### config.mk
export PLATFORM = sky130hd
export DESIGN_NAME = dilithium
export DESIGN_NICKNAME = d
export VERILOG_FILES = /design/src/rtl/dilithium_pkg.sv /design/src/rtl/dilithium_verify_core.sv /design/src/rtl/dilithium.sv
export SDC_FILE = /design/constraint.sdc
export NUM_CORES = 1
export LEC_CHECK = 0
export ABC_CLOCK_PERIOD_IN_PS = 6100
export CORE_MARGIN = 1
export CORE_UTILIZATION = 40
export CTS_BUF_LIST = sky130_fd_sc_hd__clkbuf_2 sky130_fd_sc_hd__clkbuf_4 sky130_fd_sc_hd__clkbuf_8
export CTS_CLUSTER_SIZE = 28
export DETAILED_ROUTE_END_ITERATION = 6
export DONT_BUFFER_PORTS = 1
export GPL_TIMING_DRIVEN = 0
export SLEW_MARGIN = 10
export SYNTH_ARGS = -nofsm -noshare
export SYNTH_HDL_FRONTEND = slang
export SYNTH_SLANG_ARGS = --single-unit
export TNS_END_PERCENT = 50
### constraint.sdc
create_clock -name clk -period 6.1 [get_ports clk]
set_input_delay 0.61 -clock clk [delete_from_list [all_inputs] [get_ports clk]]
set_output_delay 0.61 -clock clk [all_outputs]
set_load 0.05 [all_outputs]
### src/rtl/dilithium_pkg.sv
// Shared constants for the Dilithium verify wrapper: operation modes, field ids
// and per-level field sizes expressed in words of the stream width.
package dilithium_pkg;

   localparam logic [1:0] KEYGEN_MODE = 2'd0;
   localparam logic [1:0] SIGN_MODE   = 2'd1;
   localparam logic [1:0] VERIFY_MODE = 2'd2;

   // FLD_END tells the core that no field is being loaded
   typedef enum logic [2:0] {
      FLD_RHO, FLD_C, FLD_Z, FLD_T1, FLD_MLEN, FLD_MSG, FLD_H, FLD_END
   } fld_e;

   function automatic int k_of(input int lvl);
      case (lvl)
         32'sd3:  return 32'sd6;
         32'sd5:  return 32'sd8;
         default: return 32'sd4;
      endcase
   endfunction

   function automatic int l_of(input int lvl);
      case (lvl)
         32'sd3:  return 32'sd5;
         32'sd5:  return 32'sd7;
         default: return 32'sd4;
      endcase
   endfunction

   function automatic int gamma1_bits_of(input int lvl);
      case (lvl)
         32'sd2:  return 32'sd18;
         default: return 32'sd20;
      endcase
   endfunction

   function automatic int omega_of(input int lvl);
      case (lvl)
         32'sd3:  return 32'sd55;
         32'sd5:  return 32'sd75;
         default: return 32'sd80;
      endcase
   endfunction

   function automatic int seed_words(input int w);
      return 32'sd256 / w;
   endfunction

   function automatic int z_words(input int w, input int lvl);
      return l_of(lvl) * 32'sd256 * gamma1_bits_of(lvl) / w;
   endfunction

   function automatic int t1_words(input int w, input int lvl);
      return k_of(lvl) * 32'sd2560 / w;
   endfunction

   function automatic int h_words(input int w, input int lvl);
      return ((omega_of(lvl) + k_of(lvl)) * 32'sd8 + w - 32'sd1) / w;
   endfunction

endpackage

### src/rtl/dilithium_verify_core.sv
// Stand-in verify core: folds every streamed word into a XOR digest and accepts
// when the digest is zero. The arithmetic datapath plugs in behind the same handshake.
module dilithium_verify_core
   import dilithium_pkg::*;
#(
   parameter int W = 64
) (
   input  logic         clk,
   input  logic         rst,
   input  fld_e         fld_id,
   input  logic         in_valid,
   output logic         in_ready,
   input  logic [W-1:0] in_data,
   output logic         res_valid,
   output logic         res_accept,
   input  logic         res_ready
);

   logic [W-1:0] acc_r;
   logic         busy_r;
   logic         res_valid_r;
   logic         res_accept_r;

   assign in_ready   = ~res_valid_r;
   assign res_valid  = res_valid_r;
   assign res_accept = res_accept_r;

   // Digest accumulation; the verdict is formed once the wrapper stops loading
   always_ff @(posedge clk or negedge rst) begin
      if (!rst) begin
         acc_r        <= {W{1'b0}};
         busy_r       <= 1'b0;
         res_valid_r  <= 1'b0;
         res_accept_r <= 1'b0;
      end else if (res_valid_r && res_ready) begin
         acc_r        <= {W{1'b0}};
         busy_r       <= 1'b0;
         res_valid_r  <= 1'b0;
         res_accept_r <= 1'b0;
      end else if (!res_valid_r && busy_r && (fld_id == FLD_END)) begin
         res_valid_r  <= 1'b1;
         res_accept_r <= (acc_r == {W{1'b0}});
      end else if (in_valid && in_ready) begin
         acc_r  <= acc_r ^ in_data;
         busy_r <= 1'b1;
      end
   end

endmodule

### src/rtl/dilithium.sv
// Dilithium verify-path wrapper: sequences the streamed key/signature/message
// fields into the verify core and returns a one-word verdict.
module dilithium
   import dilithium_pkg::*;
#(
   parameter int HIGH_PERF = 1,
   parameter int SEC_LEVEL = 2,
   parameter int W         = 64
) (
   input  logic         clk,
   input  logic         rst,
   input  logic         start,
   input  logic [1:0]   mode,
   input  logic         valid_i,
   output logic         ready_i,
   input  logic [W-1:0] data_i,
   output logic         valid_o,
   input  logic         ready_o,
   output logic [W-1:0] data_o
);

   localparam logic [W-1:0] SEED_WORDS = W'(seed_words(W));
   localparam logic [W-1:0] Z_WORDS    = W'(z_words(W, SEC_LEVEL));
   localparam logic [W-1:0] T1_WORDS   = W'(t1_words(W, SEC_LEVEL));
   localparam logic [W-1:0] H_WORDS    = W'(h_words(W, SEC_LEVEL));
   localparam logic [W-1:0] ONE_WORD   = {{(W-1){1'b0}}, 1'b1};
   localparam logic         HP_BIT     = (HIGH_PERF != 0) ? 1'b1 : 1'b0;

   typedef enum logic [3:0] {
      ST_IDLE, ST_RHO, ST_C, ST_Z, ST_T1, ST_MLEN, ST_MSG, ST_H, ST_RESULT
   } state_e;

   state_e       state_r, state_s;
   logic [W-1:0] cnt_r, mlen_r, words_s, msg_words_s;
   logic         valid_o_r;
   logic [W-1:0] data_o_r;
   fld_e         fld_s;
   logic         load_s, xfer_s, last_s;
   logic         core_in_ready_s, res_valid_s, res_accept_s, res_ready_s;

   // An empty message still occupies one word
   function automatic logic [W-1:0] msg_words_of(input logic [W-1:0] m);
      logic [W+3:0] bits;
      bits = {1'b0, m, 3'b000};
      if (m == {W{1'b0}}) return ONE_WORD;
      return W'((bits + (W+4)'(W - 1)) / (W+4)'(W));
   endfunction

   function automatic state_e next_field(input state_e s);
      if (HIGH_PERF != 0) begin
         case (s)
            ST_RHO:  return ST_C;
            ST_C:    return ST_Z;
            ST_Z:    return ST_T1;
            ST_T1:   return ST_MLEN;
            ST_MLEN: return ST_MSG;
            ST_MSG:  return ST_H;
            default: return ST_RESULT;
         endcase
      end else begin
         case (s)
            ST_RHO:  return ST_T1;
            ST_T1:   return ST_C;
            ST_C:    return ST_Z;
            ST_Z:    return ST_H;
            ST_H:    return ST_MLEN;
            ST_MLEN: return ST_MSG;
            default: return ST_RESULT;
         endcase
      end
   endfunction

   assign msg_words_s = msg_words_of(mlen_r);

   // Field id and length of the field currently being loaded
   always_comb begin
      fld_s   = FLD_END;
      words_s = ONE_WORD;
      load_s  = 1'b1;
      case (state_r)
         ST_RHO:  begin fld_s = FLD_RHO;  words_s = SEED_WORDS;  end
         ST_C:    begin fld_s = FLD_C;    words_s = SEED_WORDS;  end
         ST_Z:    begin fld_s = FLD_Z;    words_s = Z_WORDS;     end
         ST_T1:   begin fld_s = FLD_T1;   words_s = T1_WORDS;    end
         ST_MLEN: begin fld_s = FLD_MLEN; words_s = ONE_WORD;    end
         ST_MSG:  begin fld_s = FLD_MSG;  words_s = msg_words_s; end
         ST_H:    begin fld_s = FLD_H;    words_s = H_WORDS;     end
         default: load_s = 1'b0;
      endcase
   end

   assign ready_i     = load_s & core_in_ready_s;
   assign xfer_s      = load_s & valid_i & core_in_ready_s;
   assign last_s      = (cnt_r == (words_s - ONE_WORD));
   assign res_ready_s = (state_r == ST_RESULT) & ~valid_o_r & res_valid_s;

   // Next-state: field advance happens on the last word, no gap cycle
   always_comb begin
      state_s = state_r;
      case (state_r)
         ST_IDLE: begin
            if (start && (mode == VERIFY_MODE)) state_s = ST_RHO;
            else                                state_s = ST_IDLE;
         end
         ST_RHO, ST_C, ST_Z, ST_T1, ST_MLEN, ST_MSG, ST_H: begin
            if (xfer_s && last_s) state_s = next_field(state_r);
            else                  state_s = state_r;
         end
         ST_RESULT: begin
            if (valid_o_r && ready_o) state_s = ST_IDLE;
            else                      state_s = ST_RESULT;
         end
         default: state_s = ST_IDLE;
      endcase
   end

   // State, per-field word counter and latched message length
   always_ff @(posedge clk or negedge rst) begin
      if (!rst) begin
         state_r <= ST_IDLE;
         cnt_r   <= {W{1'b0}};
         mlen_r  <= {W{1'b0}};
      end else begin
         state_r <= state_s;
         if (xfer_s) cnt_r <= last_s ? {W{1'b0}} : (cnt_r + ONE_WORD);
         else if (state_r == ST_IDLE) cnt_r <= {W{1'b0}};
         if (xfer_s && (state_r == ST_MLEN)) mlen_r <= data_i;
      end
   end

   // Verdict register, held until the consumer takes it
   always_ff @(posedge clk or negedge rst) begin
      if (!rst) begin
         valid_o_r <= 1'b0;
         data_o_r  <= {W{1'b0}};
      end else if (res_ready_s) begin
         valid_o_r <= 1'b1;
         data_o_r  <= {{(W-1){1'b0}}, res_accept_s ^ HP_BIT};
      end else if (valid_o_r && ready_o) begin
         valid_o_r <= 1'b0;
         data_o_r  <= {W{1'b0}};
      end
   end

   assign valid_o = valid_o_r;
   assign data_o  = data_o_r;

   dilithium_verify_core #(.W(W)) u_core (
      .clk        (clk),
      .rst        (rst),
      .fld_id     (fld_s),
      .in_valid   (load_s & valid_i),
      .in_ready   (core_in_ready_s),
      .in_data    (data_i),
      .res_valid  (res_valid_s),
      .res_accept (res_accept_s),
      .res_ready  (res_ready_s)
   );

endmodule

# After elaboration in Yosys (flattened, before gate mapping)
# Index checks and enable logic that the tools add are counted.
# classes
addsub	3
n_mul	0
n_div	0
order_cmp	0
eq_ne	13
shifts	0
muxes	28
bitwise_logic	9
reduce_logical	19
# ops
operator	count
$mux 64	10
$pmux 64 s5	1
$logic_not 64->1	2
$add 67x6->68 const B	1
$add 64x1->64 const B	1
$eq 64x64->1	1
$sub 64x1->64 const B	1
$xor 64x64->64	1
$pmux 4 s6	1
$pmux 3 s7	1
$eq 4x3->1 const B	4
$mux 1	12
$pmux 4 s3	1
$eq 4x2->1 const B	2
$logic_and 1x1->1	8
$mux 4	2
$reduce_bool 2->1	4
$reduce_or 7->1	1
$and 1x1->1	5
$eq 4x1->1 const B	1
$eq 4x4->1 const B	1
$logic_not 4->1	1
$ne 2x1->1 const B	2
$eq 3x3->1 const B	1
other kinds (5)	7
# totals
register_bits	264
latchBits	0
ram_bits	0
mem_bits_ro	0
input_bits	71
word_cells	81
mem_count	0

# Logic depth before layout (Yosys ltp)
# Gate-level depths: netlist of the first run.
# depth
depth_word	9
mapped_depth	26
depth_no_buf	19

# By module
# Synthesis of the first run repeated with hierarchy kept, for this count alone.
# unflattened
hier_cells	2032
area_unflattened_um2	17162.7
# by_module_without_submodules
mod	n_inst	cells_each	area_per_inst_um2	seq_area_each_um2
dilithium	1	1713	13555.5	3353.2
dilithium_verify_core	1	319	3607.2	1676.6

# Least setup slack after synthesis of the first run
# OpenSTA, ideal clock, no wires.
# synth_path
path_type	flip-flop to flip-flop
startpoint	register mlen_r[12]
endpoint	register cnt_r[10]
setup_time_ps	119
t_arrival_ps	6224
required_ps	5981
setup_slack_ps	-243
path_stages_with_launch	26
path_buffers	7
synth_period_minus_slack_ps	6343
cell_sequence	dfrtp_1 clkbuf_1 nor4_2 nand3_1 nor3_2 a21oi_1 clkbuf_1 clkbuf_1 clkbuf_1 clkbuf_1 a21oi_1 ha_1 o211a_1 a21boi_1 nand2_1 o311ai_0 xor2_1 or3_1 or4_1 or4b_1 or4_4 nor4_4 or2_1 buf_4 buf_4 nor2_1
# synth_via
elab_chain_len	8
elab_cells_between_ends	9
cone_classes	2 x add/sub; 1 x eq/ne; 5 x mux; 1 x reduce/logical
# synth_lines
item	line_no	source
start: declaration	dilithium.sv:34	logic [W-1:0] cnt_r, mlen_r, words_s, msg_words_s;
start signal: assignment	dilithium.sv:122	mlen_r <= {W{1'b0}};
start signal: assignment	dilithium.sv:127	if (xfer_s && (state_r == ST_MLEN)) mlen_r <= data_i;
parallel branches: the longest is 2 deep, another holds $add 67x6->68	n/a	
$mux 64 (*)	dilithium.sv:46	return W'((bits + (W+4)'(W - 1)) / (W+4)'(W));
$pmux 64 s5 (*)	dilithium.sv:80	case (state_r)
$sub 64x1->64 (*)	dilithium.sv:94	assign last_s = (cnt_r == (words_s - ONE_WORD));
$eq 64x64->1 (*)	dilithium.sv:94	
$mux 64 (*) (2 in a row)	dilithium.sv:125	if (xfer_s) cnt_r <= last_s ? {W{1'b0}} : (cnt_r + ONE_WORD);
end signal: assignment	dilithium.sv:121	cnt_r <= {W{1'b0}};
end signal: assignment	dilithium.sv:125	
end signal: assignment	dilithium.sv:126	else if (state_r == ST_IDLE) cnt_r <= {W{1'b0}};
end: declaration	dilithium.sv:34	
# Every way passes the cells marked *.
# A chain may end at the register's enable or synchronous reset.

# Final worst setup path of the first run
# layout_path
startpoint	register mlen_r[7]
endpoint	register cnt_r[35]
# The elaborated chain is that of the path after synthesis.

==> results_dict.tcl, run 1 <==
set metrics [dict create \
    ys_ff_latch 201 \
    ir_worst_vdd_mv 0.1735 \
    setup_slack_ns 0.1358 \
    drt_iter0_markers 1247 \
    grt_usage_pct 29.74 \
    crit_type "reg -> reg" \
    nFillCells 3596 \
    gp_congestion 1.064 \
    syn_area_sq_mm 0.01501 \
    endpoint_kind "flop" \
    slew_violations 0 \
    period_share_pct 97.77 \
    clock_insertion_delay_worst_skew_ns 0.60 \
    grt_max_degree 202 \
    tightest_slew_ns 1.132 \
    die_h_um 195.7 \
    final_cell_mix "nor2_1 (209), o21ai_0 (188), dfrtp_1 (188), nand2_1 (175), buf_4 (106)" \
    ys_seq_area_share_pct 33.51 \
    first_pass_iters 5 \
    cts_num_sinks 201 \
    io_pins 137 \
    max_freq_mhz 167.7 \
    p_leak_nw 7.640 \
    drv_cap 0 \
    max-slew-margin-rel_pct 24.57 \
    synthToLayoutAreaGrowth_pct 17.73 \
    grt_pass1_vias 13940 \
    p_per_area_mw_per_mm2 188.7 \
    cts_buffer_depth 3 \
    placed_area_sq_mm 0.01585 \
    critPathLaunchType "flop" \
    cts_tree "built" \
    post-route-util_pct 48.04 \
    io_buffers 0 \
    period_needed_ns 5.964 \
    seqCellArea_sq_mm 0.005046 \
    dr_total_vias 14730 \
    netlist_instances 1847 \
    setup-tns-final_ns 0 \
    multiInputGateArea_sq_mm 0.009684 \
    htreeDepth 2 \
    layout_commonest_cell "nor2_1" \
    wl_per_cell_um 22.68 \
    wirelength_mm 56.24 \
    post-place-ws_ns -2.441 \
    cts_root_buf "clkbuf_8" \
    clk_pin_slew_ns 0.06 \
    synth-edff-count 0 \
    design.die.area_sq_mm 0.03830 \
    overflow 0 \
    post-route-drc-count 0 \
    fin_hold_ws_ns 0.04326 \
    worstPathMaxFanout 10 \
    setup_viol 0 \
    antenna_found_initial 2 \
    status "completed" \
    final_area_sq_mm 0.01767 \
    arrival_ns 6.43 \
    ys_types 88 \
    dp_hpwl_mm 42.99 \
    cp_data_required_time_ns 6.57 \
    synthFlopType "dfrtp_1" \
    holdCritPathClass "in -> async" \
    final_nets 2061 \
    grt_pass1_wl_mm 86.31 \
    start_util_pct 40.80 \
    postRouteAntennaNets 0 \
    core_area_sq_mm 0.03679 \
    hold_viol_final 0 \
    die_w_um 195.7 \
    cts_made_buffers 38 \
    dp_cells 2378 \
    reg2reg_depth 23 \
    syn_area_per_cell_sq_um 8.126 \
    power_mw 3.334 \
    ys_warn_count 0 \
    drive_gt1_share_pct 19.10 \
    placementRows 70 \
    finalNonFillerCells 2480 \
    viasPerCell 5.940 \
    fin_skew_ns 0.03325 \
    async_reset_ff_share_pct 100.0 \
]
[per-layer routing]
layer | vias to the layer above | routed length (um) | global-route usage [%]
met5 | - | 0 | 0
met4 | 0 | 2375 | 13.14
met3 | 114 | 3863 | 4.693
met2 | 602 | 25590 | 47.53
met1 | 7117 | 24420 | 39.79
li1 | 6898 | - | -
[synth_stat cells (6+ instances only)]
library cell	number	share of area, %
a211o_1	8	0.47
a211oi_1	11	0.55
a21o_1	7	0.35
a21oi_1	35	1.2
a221oi_1	6	0.35
a31oi_1	16	0.67
and2_1	13	0.54
and3_1	37	1.5
and4_1	15	0.88
buf_1	11	0.28
buf_2	19	0.63
buf_4	71	3.6
clkbuf_1	63	1.6
dfrtp_1	201	34
inv_1	26	0.65
mux2_2	67	5.0
mux2i_1	11	0.73
nand2_1	177	4.4
nand2b_1	7	0.29
nand3_1	78	2.6
nand3b_1	6	0.30
nand4_1	55	2.3
nor2_1	219	5.5
nor3_1	62	2.1
nor4_1	61	2.5
o211ai_1	6	0.30
o21a_1	8	0.40
o21ai_0	189	6.3
o22ai_1	6	0.25
o311ai_0	6	0.35
o31a_1	13	0.76
o31ai_1	12	0.60
or2_2	7	0.29
or3_1	30	1.3
or4_1	24	1.2
xnor2_1	93	5.4
xor2_1	62	3.6
[path summary, 6_finish.rpt]
path,slack (ns),from,to
worst min register to register,0.47,u_core.res_accept,data_o[0]
worst max register to register,0.14,mlen_r[7],cnt_r[35]
worst max-delay path,0.14,mlen_r[7],cnt_r[35]
max in group asynchronous,5.06,rst,mlen_r[31]
worst min-delay path,0.04,rst,cnt_r[11]
min in group clk,0.14,ready_o,valid_o
[critical path: stages, from the launching register on]
cell	delay, ns
dfrtp_1	0.37
buf_6	0.13
buf_4	0.14
and3_1	0.15
buf_2	0.20
nand4_1	0.16
clkbuf_2	0.29
buf_2	0.29
nor4_1	0.09
a211oi_2	0.39
nand3b_1	0.29
buf_4	0.24
or3_1	0.45
nor2_1	0.19
o21ai_0	0.15
o21ai_1	0.30
or4b_1	0.46
or4_4	0.58
nor4_4	0.36
or2_4	0.21
buf_12	0.13
buf_12	0.11
buf_8	0.10
nor2_1	0.04
[cells by family (layout without fill, tap and decap cells)]
kind of cell,count (synthesis),count (layout),share of synthesized area (%)
AND/OR/NAND/NOR,831,831,28.30
AO/OA/AOI/OAI,385,385,16.21
XOR/XNOR,156,156,9.195
buffers and inverters,193,294,6.836
adder cells (fa/ha/maj),2,2,0.1667
multiplexers,78,78,5.760
flip-flops,201,201,33.51
other,1,65,0.02498
[area by class of cell]
cell class / instances / share of cell area (%)
clock inverters: 6 / 0.6514
clock buffers: 56 / 3.972
plain buffers: 155 / 5.452
inverters: 27 / 0.5735
diodes: 2 / 0.02832
multi-input cells: 1515 / 54.80
flip-flops and latches: 201 / 28.56
well taps: 468 / 3.314
repair buffers: 50 / 2.648
[power by group]
group          switching, mW  internal [mW]  total, mW
clock network          0.600          0.862       1.46
logic                  0.242          0.128      0.370
registers             0.0821           1.42       1.50
[what timing repair did]
item	in CTS	in global routing
endpoints found under the hold margin	201	0
hold buffers	1	0
setup buffers	28	17
gates resized for setup	102	54
gates cloned	5	0
pin swaps	38	24
setup endpoints to repair	68	68
[sequential cells by signal, indices dropped and copies added, names as in the netlist]
register and flops:
mlen_r 64, u_core.acc_r 64, cnt_r 64, data_o 1
u_core.busy_r 1, u_core.res_valid 1, state_r 4, valid_o 1
u_core.res_accept 1
No activity file was read; power rests on OpenSTA's default activity.
==> inputs of run 2 (changes only) <==
- PLACE_DENSITY: not set -> 0.61
==> run 2 against run 1 <==
- sequential share of layout area grew 0.096 points
- via count is essentially flat
- global-route usage shrank 0.41 points
- clock power is essentially flat
- total power shrank 0.50%
- non-clock buffer count grew 2
- sequential power is essentially flat
- clock-buffer cell count is the same
- routed wire length shrank 0.96%
- die area is the same
- setup slack gained 0.0051 ns
- flip-flop and latch count is the same
- highest routed layer unchanged
==> results_dict.tcl, run 2 (synthesized netlist as in run 1, its figures left out) <==
set metrics [dict create \
    grt_pass1_vias 13840 \
    ir_worst_vdd_mv 0.1939 \
    post-route-util_pct 47.96 \
    io_pins 137 \
    htreeDepth 2 \
    first_pass_iters 5 \
    slowest_delay_ns 0.76 \
    grt_max_degree 202 \
    worstPathMaxFanout 10 \
    hold_viol_final 0 \
    cp_data_required_time_ns 6.57 \
    io_buffers 0 \
    gp_congestion 0.9911 \
    status "completed" \
    p_per_area_mw_per_mm2 188.0 \
    slowest_stage "or4b_2" \
    clk_pin_slew_ns 0.06 \
    die_w_um 195.7 \
    layout_commonest_cell "nor2_1" \
    drv_cap 0 \
    core_area_sq_mm 0.03679 \
    arrival_ns 6.43 \
    dr_total_vias 14740 \
    antenna_found_initial 0 \
    setup_viol 0 \
    final_area_sq_mm 0.01764 \
    dp_hpwl_mm 42.87 \
    power_mw 3.317 \
    drt_iter0_markers 1258 \
    reg.largest.list "cnt_r: 64 flops, mlen_r: 64 flops, u_core.acc_r: 64 flops" \
    fin_skew_ns 0.04148 \
    grt_usage_pct 29.32 \
    cts_num_sinks 201 \
    r2r-start "mlen_r[14]" \
    start_util_pct 40.80 \
    max_freq_mhz 167.8 \
    wirelength_mm 55.71 \
    design.die.area_sq_mm 0.03830 \
    period_share_pct 97.69 \
    cts_buffer_depth 3 \
    timing.critical_path.from "mlen_r[14]" \
    grt_pass1_wl_mm 85.29 \
    placementRows 70 \
    crit_type "reg -> reg" \
    wl_per_cell_um 22.44 \
    cts_made_buffers 38 \
    setup-tns-final_ns 0 \
    post-route-drc-count 0 \
    max-slew-margin-rel_pct 25.61 \
    die_h_um 195.7 \
    setup_slack_ns 0.1409 \
    cts_root_buf "clkbuf_8" \
    path_cells "buf_2, nand4_1, or4_1, nor3_1, xnor2_1, nand3_2, or4b_2, nor2_1, o21ai_0, o21ai_1, or4b_1, or4_4, nor4_4, or2_1, buf_6, buf_6, buf_8, nor2_1" \
    placed_area_sq_mm 0.01585 \
    tightest_slew_ns 1.106 \
    endpoint_kind "flop" \
    drive_gt1_share_pct 19.81 \
    final_nets 2063 \
    post-place-ws_ns -2.307 \
    viasPerCell 5.938 \
    holdCritPathClass "in -> async" \
    period_needed_ns 5.959 \
    cts_tree "built" \
    synthToLayoutAreaGrowth_pct 17.54 \
    clock_insertion_delay_worst_skew_ns 0.62 \
    postRouteAntennaNets 0 \
    overflow 0 \
    p_leak_nw 7.653 \
    final_cell_mix "nor2_1 (214), o21ai_0 (187), dfrtp_1 (181), nand2_1 (174), buf_4 (115)" \
    slew_violations 0 \
    n_antenna_cell 0 \
    critPathLaunchType "flop" \
]
==> run 2: path summary, 6_finish.rpt <==
check | end | slack, ns | cells past startpoint
setup reg to reg | cnt_r[45] | 0.14 | 18
setup / recovery | cnt_r[45] | 0.14 | 18
min in group clk | valid_o | 0.11 | 1
max in group asynchronous | mlen_r[31] | 5.13 | 1
hold reg to reg | data_o[0] | 0.47 | 1
hold / removal | cnt_r[2] | 0.03 | 1
==> run 2: where the power goes <==
group / switching (mW) / leakage, nW / internal [mW] / total, mW
combinational: 0.246 / 4.61 / 0.128 / 0.374
sequential: 0.0841 / 2.62 / 1.42 / 1.50
clock: 0.616 / 0.421 / 0.824 / 1.44
==> run 2: final cells by class <==
| type | instances | area [sq um] |
|---|---|---|
| buffer | 152 | 953.4 |
| clock buffer | 56 | 701.9 |
| clock inverter | 8 | 105.1 |
| fill | 3642 | 19140 |
| inverter | 27 | 101.3 |
| multi-input combinational | 1515 | 9674 |
| sequential | 201 | 5055 |
| tap | 468 | 585.6 |
| timing repair buffer | 55 | 465.4 |
==> run 2: routing by layer <==
layer / share of wire (%) / GRT usage (%) / routed length [um]
met1: 43 / 38.57 / 23980
met2: 46 / 47.14 / 25570
met3: 6.7 / 5.312 / 3753
met4: 4.3 / 12.96 / 2397
met5: 0 / 0 / 0
==> run 2: critical path: cells and delay by family (launching register included) <==
family          cells  cell delay (ns)
compound gates      2             0.45
buf+inv             4             0.62
flops               1             0.31
simple gates       11             4.08
xor+xnor            1             0.37
==> run 2: repair_timing <==
| item | in CTS | in global routing |
|---|---|---|
| hold buffers | 1 | 0 |
| setup endpoints to repair | 68 | 68 |
| hold endpoints to repair | 201 | 0 |
| resized for setup | 99 | 61 |
| cloned | 1 | 0 |
| buffers inserted | 26 | 28 |
| pin swaps | 25 | 25 |
==> run 2: stage by stage <==
step	std cells	hold slack (ns)
3_5_place_dp	2378	0.3335
6_report	2482	0.03102
2_1_floorplan	1909	0.3144
3_3_place_gp	2377	0.3320
4_1_cts	2466	0.09311
5_1_grt	2482	0.08807
==> edit (flow settings as in run 1) <==
`W` is set to 64 in 2 places; all go to 128.
--- a/src/rtl/dilithium_verify_core.sv
+++ b/src/rtl/dilithium_verify_core.sv
@@ -5,3 +5,3 @@
 #(
-   parameter int W = 64
+   parameter int W = 128
 ) (
--- a/src/rtl/dilithium.sv
+++ b/src/rtl/dilithium.sv
@@ -7,3 +7,3 @@
    parameter int SEC_LEVEL = 2,
-   parameter int W         = 64
+   parameter int W         = 128
 ) (
Ports: changed (resized data_i and data_o); port bits go from 137 to 265. The function was not compared with the original's and may differ.
==> edit against run 1 <==
The flow now finishes with violations (DRC, hold timing, slew limit, setup timing). Total power rose by 130%. Sequential cell count increased by 192. Clock power up 93%. First-iteration DRC count grew to 3.7 times the old value. Worst setup slack lost 1.1 ns. Final area increased by 130%. Area after synthesis up 110%. Synthesized cell count grew 120%. Routed wire length grew to 2.9 times the old value. Final cell count rose by 120%. Largest power group unchanged.
==> edit: results <==
set metrics [dict create \
    rr_worst_depth 26 \
    filler_cell_count 7421 \
    final_net_count 4584 \
    clk_share_pct 3.88 \
    biggestRegsByFlops "cnt_r (128), mlen_r (128), u_core.acc_r (128)" \
    fin_hold_ws_ns -0.401 \
    buffers_excl_clock 644 \
    drt_iter0_drc 4604 \
    timing.final.ws_setup_ns -0.922 \
    highest-signal-layer "met5" \
    drt_pass1_iterations 7 \
    post-route-drc-count 4 \
    timing.final.hold_violations 393 \
    setup-violations-final 132 \
    syn_avg_cell_area_um2 7.83 \
    cpPeakStageDelay_ns 0.56 \
    worst_clock_skew_ns 0.0676 \
    timing_max_transition_violations_final 116 \
    synth.cells.most_frequent "sky130_fd_sc_hd__nor2_1, sky130_fd_sc_hd__nand2_1, sky130_fd_sc_hd__dfrtp_1" \
    cts_buffers 73 \
    reg2reg_to "cnt_r[44]$_DFFE_PN0P_" \
    ant_diodes 4 \
    number_of_antenna_violations_at_the_first_check_in_global_routing 5 \
    core.rowCount 101 \
    drt-met1-wl_um 66100 \
    final-instance-count-excl-fill 5532 \
    violations_in_the_final_reports "DRC, hold timing, slew limit, setup timing" \
    run_status "finished, violations left" \
    post-dp-hpwl_um 123000 \
    setup-tns-final_ns -114.07 \
]
## edit: cell types whose count changed after synthesis, moves of 83 or more
cell,run 1,this run
sky130_fd_sc_hd__nor2_1,219,478
sky130_fd_sc_hd__o21ai_0,189,342
sky130_fd_sc_hd__nor3_1,62,149
sky130_fd_sc_hd__nand2_1,177,425
sky130_fd_sc_hd__nor4_1,61,192
sky130_fd_sc_hd__nand3_1,78,183
sky130_fd_sc_hd__xor2_1,62,145
sky130_fd_sc_hd__clkbuf_1,63,168
sky130_fd_sc_hd__dfrtp_1,201,393
sky130_fd_sc_hd__nand4_1,55,157
## edit: logic make-up after synthesis
logic type | share of synthesized area [%]
other | 0.0120
XOR/XNOR | 9.12
adder cells (fa/ha/maj) | 0.0804
AO/OA/AOI/OAI | 14.4
flip-flops | 31.6
buffers and inverters | 6.86
multiplexers | 5.65
AND/OR/NAND/NOR | 32.3
## edit: per-layer routing
metal / up-vias / GRT usage, %
met3: 502 / 8.17
met2: 2205 / 57.5
met5: - / 0
met1: 17000 / 54.5
li1: 15200 / -
met4: 4 / 24.6
## edit: repair_timing
action | CTS | global route
buffers inserted | 133 | 82
gates resized for setup | 393 | 314
gates cloned | 2 | 8
pin swaps | 77 | 116
endpoints found under the hold margin | 494 | 393
endpoints found under the setup margin | 132 | 132
## edit: report_power, final
| group | switching [mW] | leakage [nW] | internal, mW |
|---|---|---|---|
| combinational | 0.863 | 10.8 | 0.470 |
| clock | 1.29 | 0.824 | 1.53 |
| sequential | 0.347 | 5.25 | 3.00 |
| total | 2.50 | 16.9 | 5.00 |
